$ cat config.mk
export PLATFORM = sky130hd
export DESIGN_NAME = s5378
export DESIGN_NICKNAME = d
export VERILOG_FILES = /design/src/rtl/s5378.sv
export SDC_FILE = /design/constraint.sdc
export NUM_CORES = 1
export LEC_CHECK = 0
export CORE_MARGIN = 5
export CORE_UTILIZATION = 50
export DETAILED_ROUTE_END_ITERATION = 10
export PLACE_DENSITY = 0.71
export SLEW_MARGIN = 20
export SYNTH_ARGS = -nofsm -noshare
export SYNTH_HDL_FRONTEND = slang
export SYNTH_SLANG_ARGS = --single-unit
export TNS_END_PERCENT = 30
$ cat constraint.sdc
create_clock -name CK -period 2.15 [get_ports CK]
set_clock_uncertainty 0.15 [all_clocks]
set_input_delay 0.43 -clock CK [delete_from_list [all_inputs] [get_ports CK]]
set_output_delay 0.43 -clock CK [all_outputs]
set_load 0.005 [all_outputs]
$ cat src/rtl/s5378.sv
// 179-flop scan chain with PI-injected capture and feedback taps; POs are a
// purely combinational XOR of two chain bits and one primary input.
module s5378 (
  input  logic CK,
  input  logic RST,
  input  logic n3065gat, n3066gat, n3067gat, n3068gat, n3069gat, n3070gat, n3071gat,
  input  logic n3072gat, n3073gat, n3074gat, n3075gat, n3076gat, n3077gat, n3078gat,
  input  logic n3079gat, n3080gat, n3081gat, n3082gat, n3083gat, n3084gat, n3085gat,
  input  logic n3086gat, n3087gat, n3088gat, n3089gat, n3090gat, n3091gat, n3092gat,
  input  logic n3093gat, n3094gat, n3095gat, n3097gat, n3098gat, n3099gat, n3100gat,
  output logic n3104gat, n3105gat, n3106gat, n3107gat, n3108gat, n3109gat, n3110gat,
  output logic n3111gat, n3112gat, n3113gat, n3114gat, n3115gat, n3116gat, n3117gat,
  output logic n3118gat, n3119gat, n3120gat, n3121gat, n3122gat, n3123gat, n3124gat,
  output logic n3125gat, n3126gat, n3127gat, n3128gat, n3129gat, n3130gat, n3131gat,
  output logic n3132gat, n3133gat, n3134gat, n3135gat, n3136gat, n3137gat, n3138gat,
  output logic n3139gat, n3140gat, n3141gat, n3142gat, n3143gat, n3144gat, n3145gat,
  output logic n3146gat, n3147gat, n3148gat, n3149gat, n3150gat, n3151gat, n3152gat,
  input  logic test_se,
  input  logic test_si,
  output logic test_so
);

  localparam int unsigned NS  = 179;
  localparam int unsigned NPI = 35;
  localparam int unsigned NPO = 49;

  logic [NPI-1:0] pi;
  logic [NPO-1:0] po;
  logic [NS-1:0]  s_q, s_d, fb_mask;

  // n3096gat does not exist, so PI[31] is n3097gat.
  assign pi = {n3100gat, n3099gat, n3098gat, n3097gat,
               n3095gat, n3094gat, n3093gat, n3092gat, n3091gat, n3090gat, n3089gat,
               n3088gat, n3087gat, n3086gat, n3085gat, n3084gat, n3083gat, n3082gat,
               n3081gat, n3080gat, n3079gat, n3078gat, n3077gat, n3076gat, n3075gat,
               n3074gat, n3073gat, n3072gat, n3071gat, n3070gat, n3069gat, n3068gat,
               n3067gat, n3066gat, n3065gat};

  always_comb begin
    fb_mask      = '0;
    fb_mask[7]   = s_q[NS-1];
    fb_mask[70]  = s_q[NS-1];
    fb_mask[140] = s_q[NS-1];
    if (test_se) begin
      s_d = {s_q[NS-2:0], test_si};
    end else begin
      // rotate puts S[178] into bit 0, covering N[0]=F^PI[0]
      s_d = {s_q[NS-2:0], s_q[NS-1]} ^ {{(NS-NPI){1'b0}}, pi} ^ fb_mask;
    end
  end

  always_ff @(posedge CK) begin
    if (RST) s_q <= '0;
    else     s_q <= s_d;
  end

  always_comb begin
    po = '0;
    for (int unsigned i = 0; i < NPO; i++) begin
      po[i] = s_q[i] ^ s_q[i+NPO] ^ pi[i%NPI];
    end
  end

  assign test_so = s_q[NS-1];

  assign {n3110gat, n3109gat, n3108gat, n3107gat, n3106gat, n3105gat, n3104gat} = po[6:0];
  assign {n3117gat, n3116gat, n3115gat, n3114gat, n3113gat, n3112gat, n3111gat} = po[13:7];
  assign {n3124gat, n3123gat, n3122gat, n3121gat, n3120gat, n3119gat, n3118gat} = po[20:14];
  assign {n3131gat, n3130gat, n3129gat, n3128gat, n3127gat, n3126gat, n3125gat} = po[27:21];
  assign {n3138gat, n3137gat, n3136gat, n3135gat, n3134gat, n3133gat, n3132gat} = po[34:28];
  assign {n3145gat, n3144gat, n3143gat, n3142gat, n3141gat, n3140gat, n3139gat} = po[41:35];
  assign {n3152gat, n3151gat, n3150gat, n3149gat, n3148gat, n3147gat, n3146gat} = po[48:42];

endmodule

==> flow_summary.yaml, run 1 <==
synthesis:
  synthCells: 553
  synth_flop_cell: "dfxtp_1"
  ys_ff_latch: 179
  syn_area_mm2: 0.00614
  synthDistinctLibCells: 14
  synth_edf_count: 0
  synth_fp_nets: 592
  synthArstFlopShare_pct: 0
  avgSynthCellArea_um2: 11.1
  ys_seq_area_share_pct: 58.3
  ys_warn_count: 0
setup_path:
  worst_setup_path_start_kind: "input port"
  cpMaxStageDelayCell: "clkdlybuf4s50_1"
  critPathMaxStageDelay_ps: 480
  crit_top_cell: "xnor2_1"
  path_class: "in2out"
  crit_required_ps: 1570
  rr_worst_depth: 3
  critPathMaxFanout: 2
  endpoint_kind: "output port"
  worstPathArrival_ps: 1600
  crit_chain: "clkdlybuf4s50_1, xnor2_1, xnor2_1, dlygate4sd2_1"
power_and_ir_drop:
  leakagePower_nw: 2.99
  p_per_area_mw_per_mm2: 889
  p_total_mw: 6.95
  vdd_drop_max_uv: 672
clock_network:
  cts_buffers: 17
  numClockSinks: 179
  h-tree-depth: 4
  postCtsSetupRepairBufs: 0
  clk_pin_slew_ps: 70
  cts_tree: "built"
  clk_path_buf_depth: 2
  postCtsHoldBufs: 0
  clkLatencyLatePin_ps: 410
  root_buffer: "clkbuf_16"
timing:
  max_freq_mhz: 459
  rsz0062_at_grt: "true"
  finalSetupViolCount: 1
  setup_tns_ps: -30.9
  relSlewSlack_pct: 73.8
  worst_pin_slew_ps: 393
  period_minus_slack_ps: 2180
  hold_viol_final: 0
  timing.final.crit_share_pct: 101
  drv_slew: 0
  worst_slack_ps: -30.9
layout:
  largest_reg_flops: 179
  final_cell_mix: "179 x dfxtp_1, 167 x nor2b_1, 127 x xnor2_1"
  nNetsFinal: 691
  final.fill_count: 970
  reg_top3: "s_q x179"
  n_antenna_cell: 0
  multi_input_area_mm2: 0.00251
  final_common_cell: "dfxtp_1"
  area_growth_pct: 27.3
  utilization_pct: 65.1
  ff_latch_area_mm2: 0.00358
  drive_above_1_share_pct: 7.97
  regMostFlops: "s_q"
die:
  core_mm2: 0.0120
  die_y_um: 121
  dieArea_mm2: 0.0146
  die_x_um: 121
  rows: 40
  initial_core_util_pct: 51.1
  io_pins: 89
placed_design:
  gp_congestion: 0.772
  io_buffers: 88
  dp_hpwl_mm: 7.06
drt:
  post_drt_wl_per_cell_um: 12.9
  vias_per_cell: 4.45
  drc: 0
  ant_nets: 0
  wl_mm: 10.5
  dr.pass1.iters: 4
  via_count: 3616
  drtIter0Drc: 153
hold_path:
  holdPathStages: 2
  hold_path_class: "in2reg"
run_status:
  status: "finished, violations left"
  failed_checks: "negative setup slack"
global_route:
  antenna_found_initial: 0
  grt_max_degree: 98
  gr-total-overflow: 0
  gr-usage-all-layers_pct: 15.3
  grt_first_pass_wirelength_mm: 17.6
  grt_pass1_vias: 3679
run:
  cap_violations: 0
## worst paths after layout
path	from	endpoint	slack (ps)
worst max-delay path	n3068gat	n3107gat	-30
worst min-delay path	RST	s_q[159]	170
worst max register to register	s_q[178]	s_q[7]	950
worst min register to register	s_q[158]	s_q[159]	290
## where the power goes
part / internal, mW / total (mW) / switching [mW]
logic: 0.356 / 0.601 / 0.245
clock network: 1.65 / 2.92 / 1.27
registers: 3.38 / 3.43 / 0.0509
total: 5.38 / 6.95 / 1.57
## metal layers
metal  vias to the layer above  wire (um)  global-route usage, %
met1                      1679       4920                   19.9
met2                        58       4920                   23.4
met5                         -          0                      0
met4                         0        176                   6.52
li1                       1865          -                      -
met3                        14        443                   4.72
## critical path: cells and delay by family
family | cells | cell delay (ps)
XOR/XNOR | 2 | 410
buffers and inverters | 2 | 750
## cell usage after synthesis (7+ instances only)
cell type,instances,area (um2)
and2b_1,9,67.6
buf_2,7,35.0
clkbuf_1,14,52.6
dfxtp_1,179,3580
nor2_1,36,135
nor2b_1,167,1040
xnor2_1,134,1170
## metrics by stage
stage | setup slack (ps) | instance area (um2) | std cells | hold WS [ps]
global route | -49.0 | 7820 | 812 | 170
finish | -30.9 | 7820 | 812 | 175
global placement | -259 | 7250 | 780 | 267
detailed placement | -311 | 7250 | 780 | 274
CTS | -198 | 7780 | 812 | 161
floorplan | 795 | 6140 | 553 | 264
## logic make-up after synthesis
group,after synthesis,synth area share (%)
mux,1,0.163
compound gates,2,0.163
flops,179,58.3
xor+xnor,135,19.2
simple gates,213,20.4
buf+inv,23,1.69
## area by class of cell
type                    count  share of cell area, %
flip-flops and latches    179                   45.8
multi-input cells         351                   32.1
repair buffers            103                   12.4
clock buffers              20                   5.71
well taps                 147                   2.35
clock inverters            12                   1.58
## timing repair
action / CTS / global route
gates resized for setup: 52 / 6
hold endpoints to repair: 0 / 0
setup endpoints to repair: 49 / 7
pin swaps: 29 / 0
gates cloned: 0 / 0
No activity file was read; power rests on OpenSTA's default activity.
==> inputs of run 2 (changes only) <==
SLEW_MARGIN = not set   (was 20)
==> results of run 2 <==
Same layout as run 1: the final DEF is identical, and so are final timing and power.
==> inputs of run 3 (changes only) <==
CAP_MARGIN = 25   (was not set)
CORE_MARGIN = not set   (was 5)
CORE_UTILIZATION = 33   (was 50)
PLACE_DENSITY = 0.5   (was 0.71)
==> run 3 against run 2 <==
Effect of this change: the flow finishes with violations (design-rule violations); highest routed layer unchanged; largest cell class unchanged; sequential share of layout area fell by 0.54 points; register-to-register slack barely moved; sequential power barely moved.
==> flow_summary.yaml, run 3 (same netlist as run 1, synthesis figures left out) <==
run_status:
  status: "finished, violations left"
  failed_checks: "design-rule violations"
timing:
  hold_viol_final: 0
  hold_slack_ps: 268
  period_minus_slack_ps: 2110
  setup_tns_ps: 0
  max_freq_mhz: 474
  finalSetupViolCount: 0
  relSlewSlack_pct: 74.0
  timing.final.crit_share_pct: 98.0
  rsz0062_at_grt: "true"
  worst_pin_slew_ps: 390
  drv_slew: 0
die:
  dieArea_mm2: 0.0192
  core_mm2: 0.0181
  die_x_um: 138
  initial_core_util_pct: 34.0
  io_pins: 89
  die_y_um: 138
  rows: 49
global_route:
  grt_max_degree: 69
  grt_first_pass_wirelength_mm: 18.2
  grt_pass1_vias: 3578
  gr-total-overflow: 0
  gr-usage-all-layers_pct: 12.2
  antenna_found_initial: 0
drt:
  via_count: 3577
  ant_nets: 0
  vias_per_cell: 3.99
  post_drt_wl_per_cell_um: 11.9
  dr.pass1.iters: 7
  drc: 22
  wl_mm: 10.7
  drtIter0Drc: 172
power_and_ir_drop:
  leakagePower_nw: 3.00
  vdd_drop_max_uv: 630
  p_total_mw: 6.84
  p_per_area_mw_per_mm2: 864
layout:
  nNetsFinal: 693
  largest_reg_flops: 179
  area_growth_pct: 28.8
  drive_above_1_share_pct: 8.25
  final_area_mm2: 0.00791
  final_common_cell: "dfxtp_1"
  final_cell_mix: "179 x dfxtp_1, 167 x nor2b_1, 127 x xnor2_1"
  n_antenna_cell: 0
  regMostFlops: "s_q"
  reg_top3: "s_q x179"
setup_path:
  worst_setup_path_start_kind: "input port"
  worstPathArrival_ps: 1530
  r2r_start: "s_q[178]"
  path_class: "in2out"
  crit_required_ps: 1570
  r2r_slack_ps: 940
  r2r-end: "s_q[7]"
  crit_top_cell: "xnor2_1"
  crit_chain: "clkdlybuf4s50_1, xnor2_1, xnor2_1, dlygate4sd2_1"
  cpMaxStageDelayCell: "clkdlybuf4s50_1"
  endpoint_kind: "output port"
  rr_worst_depth: 3
  critPathMaxFanout: 3
  critPathMaxStageDelay_ps: 530
hold_path:
  holdPathStages: 2
  hold_start: "RST"
  hold_path_class: "in2reg"
  whs_endpoint: "s_q[163]"
placed_design:
  gp_congestion: 0.754
  place_area_mm2: 0.00737
  dp_hpwl_mm: 7.04
  io_buffers: 88
run:
  cap_violations: 0
clock_network:
  postCtsHoldBufs: 0
  cts_tree: "built"
  clkLatencyLatePin_ps: 420
  postCtsSetupRepairBufs: 0
  clk_pin_slew_ps: 70
  cts_buffers: 17
  numClockSinks: 179
  h-tree-depth: 4
  clk_path_buf_depth: 2
  root_buffer: "clkbuf_16"
run 3: cell types whose count changed in the layout (fill, tap and decap cells not counted), sizes merged, moves of 2 or more:
cell         delta
clkinv          +2
dlygate4sd2     -2
buf             +2
inv             -2
run 3: how the worst max path moves through the flow:
stage | start | end | slack [ps]
finish | n3070gat | n3109gat | 40
global route | n3070gat | n3109gat | -60
CTS | s_q[94] | n3149gat | -160
detailed placement | n3072gat | n3111gat | -300
global placement | n3071gat | n3145gat | -300
floorplan | RST | s_q[15] | 800
run 3: what timing repair did:
item,in CTS,in global routing
setup endpoints to repair,49,8
pin swaps,24,3
resized for setup,50,9
run 3: stage by stage:
stage | worst slack, ps | utilization [%] | cells
CTS | -155 | 43.5 | 896
global placement | -305 | 40.7 | 864
floorplan | 795 | - | 553
detailed placement | -304 | 40.7 | 864
finish | 42.4 | 43.7 | 896
global route | -61.1 | 43.7 | 896
run 3: layer usage:
metal  up-vias  track usage, %  share of wire [%]
met5         -               0                  0
met2        57            18.1                 44
met3        15            4.12                4.8
met1      1636            16.1                 50
met4         0            4.79                1.5
li1       1869               -                  -
run 3: area by class of cell:
type	instances	area, um2
clock buffer	21	460
tap	229	287
multi-input combinational	351	2510
fill	1726	10200
sequential	179	3580
timing repair buffer	105	992
clock inverter	11	80.1
run 3: critical path: cells and delay by family:
kind / cells / cell delay [ps]
xor gates and xnor gates: 2 / 310
buffers and inverters: 2 / 790
run 3: power by group:
| group | internal [mW] | switching [mW] | leakage (nW) |
|---|---|---|---|
| Sequential | 3.38 | 0.0501 | 1.45 |
| Combinational | 0.359 | 0.247 | 1.28 |
| Clock | 1.55 | 1.26 | 0.268 |
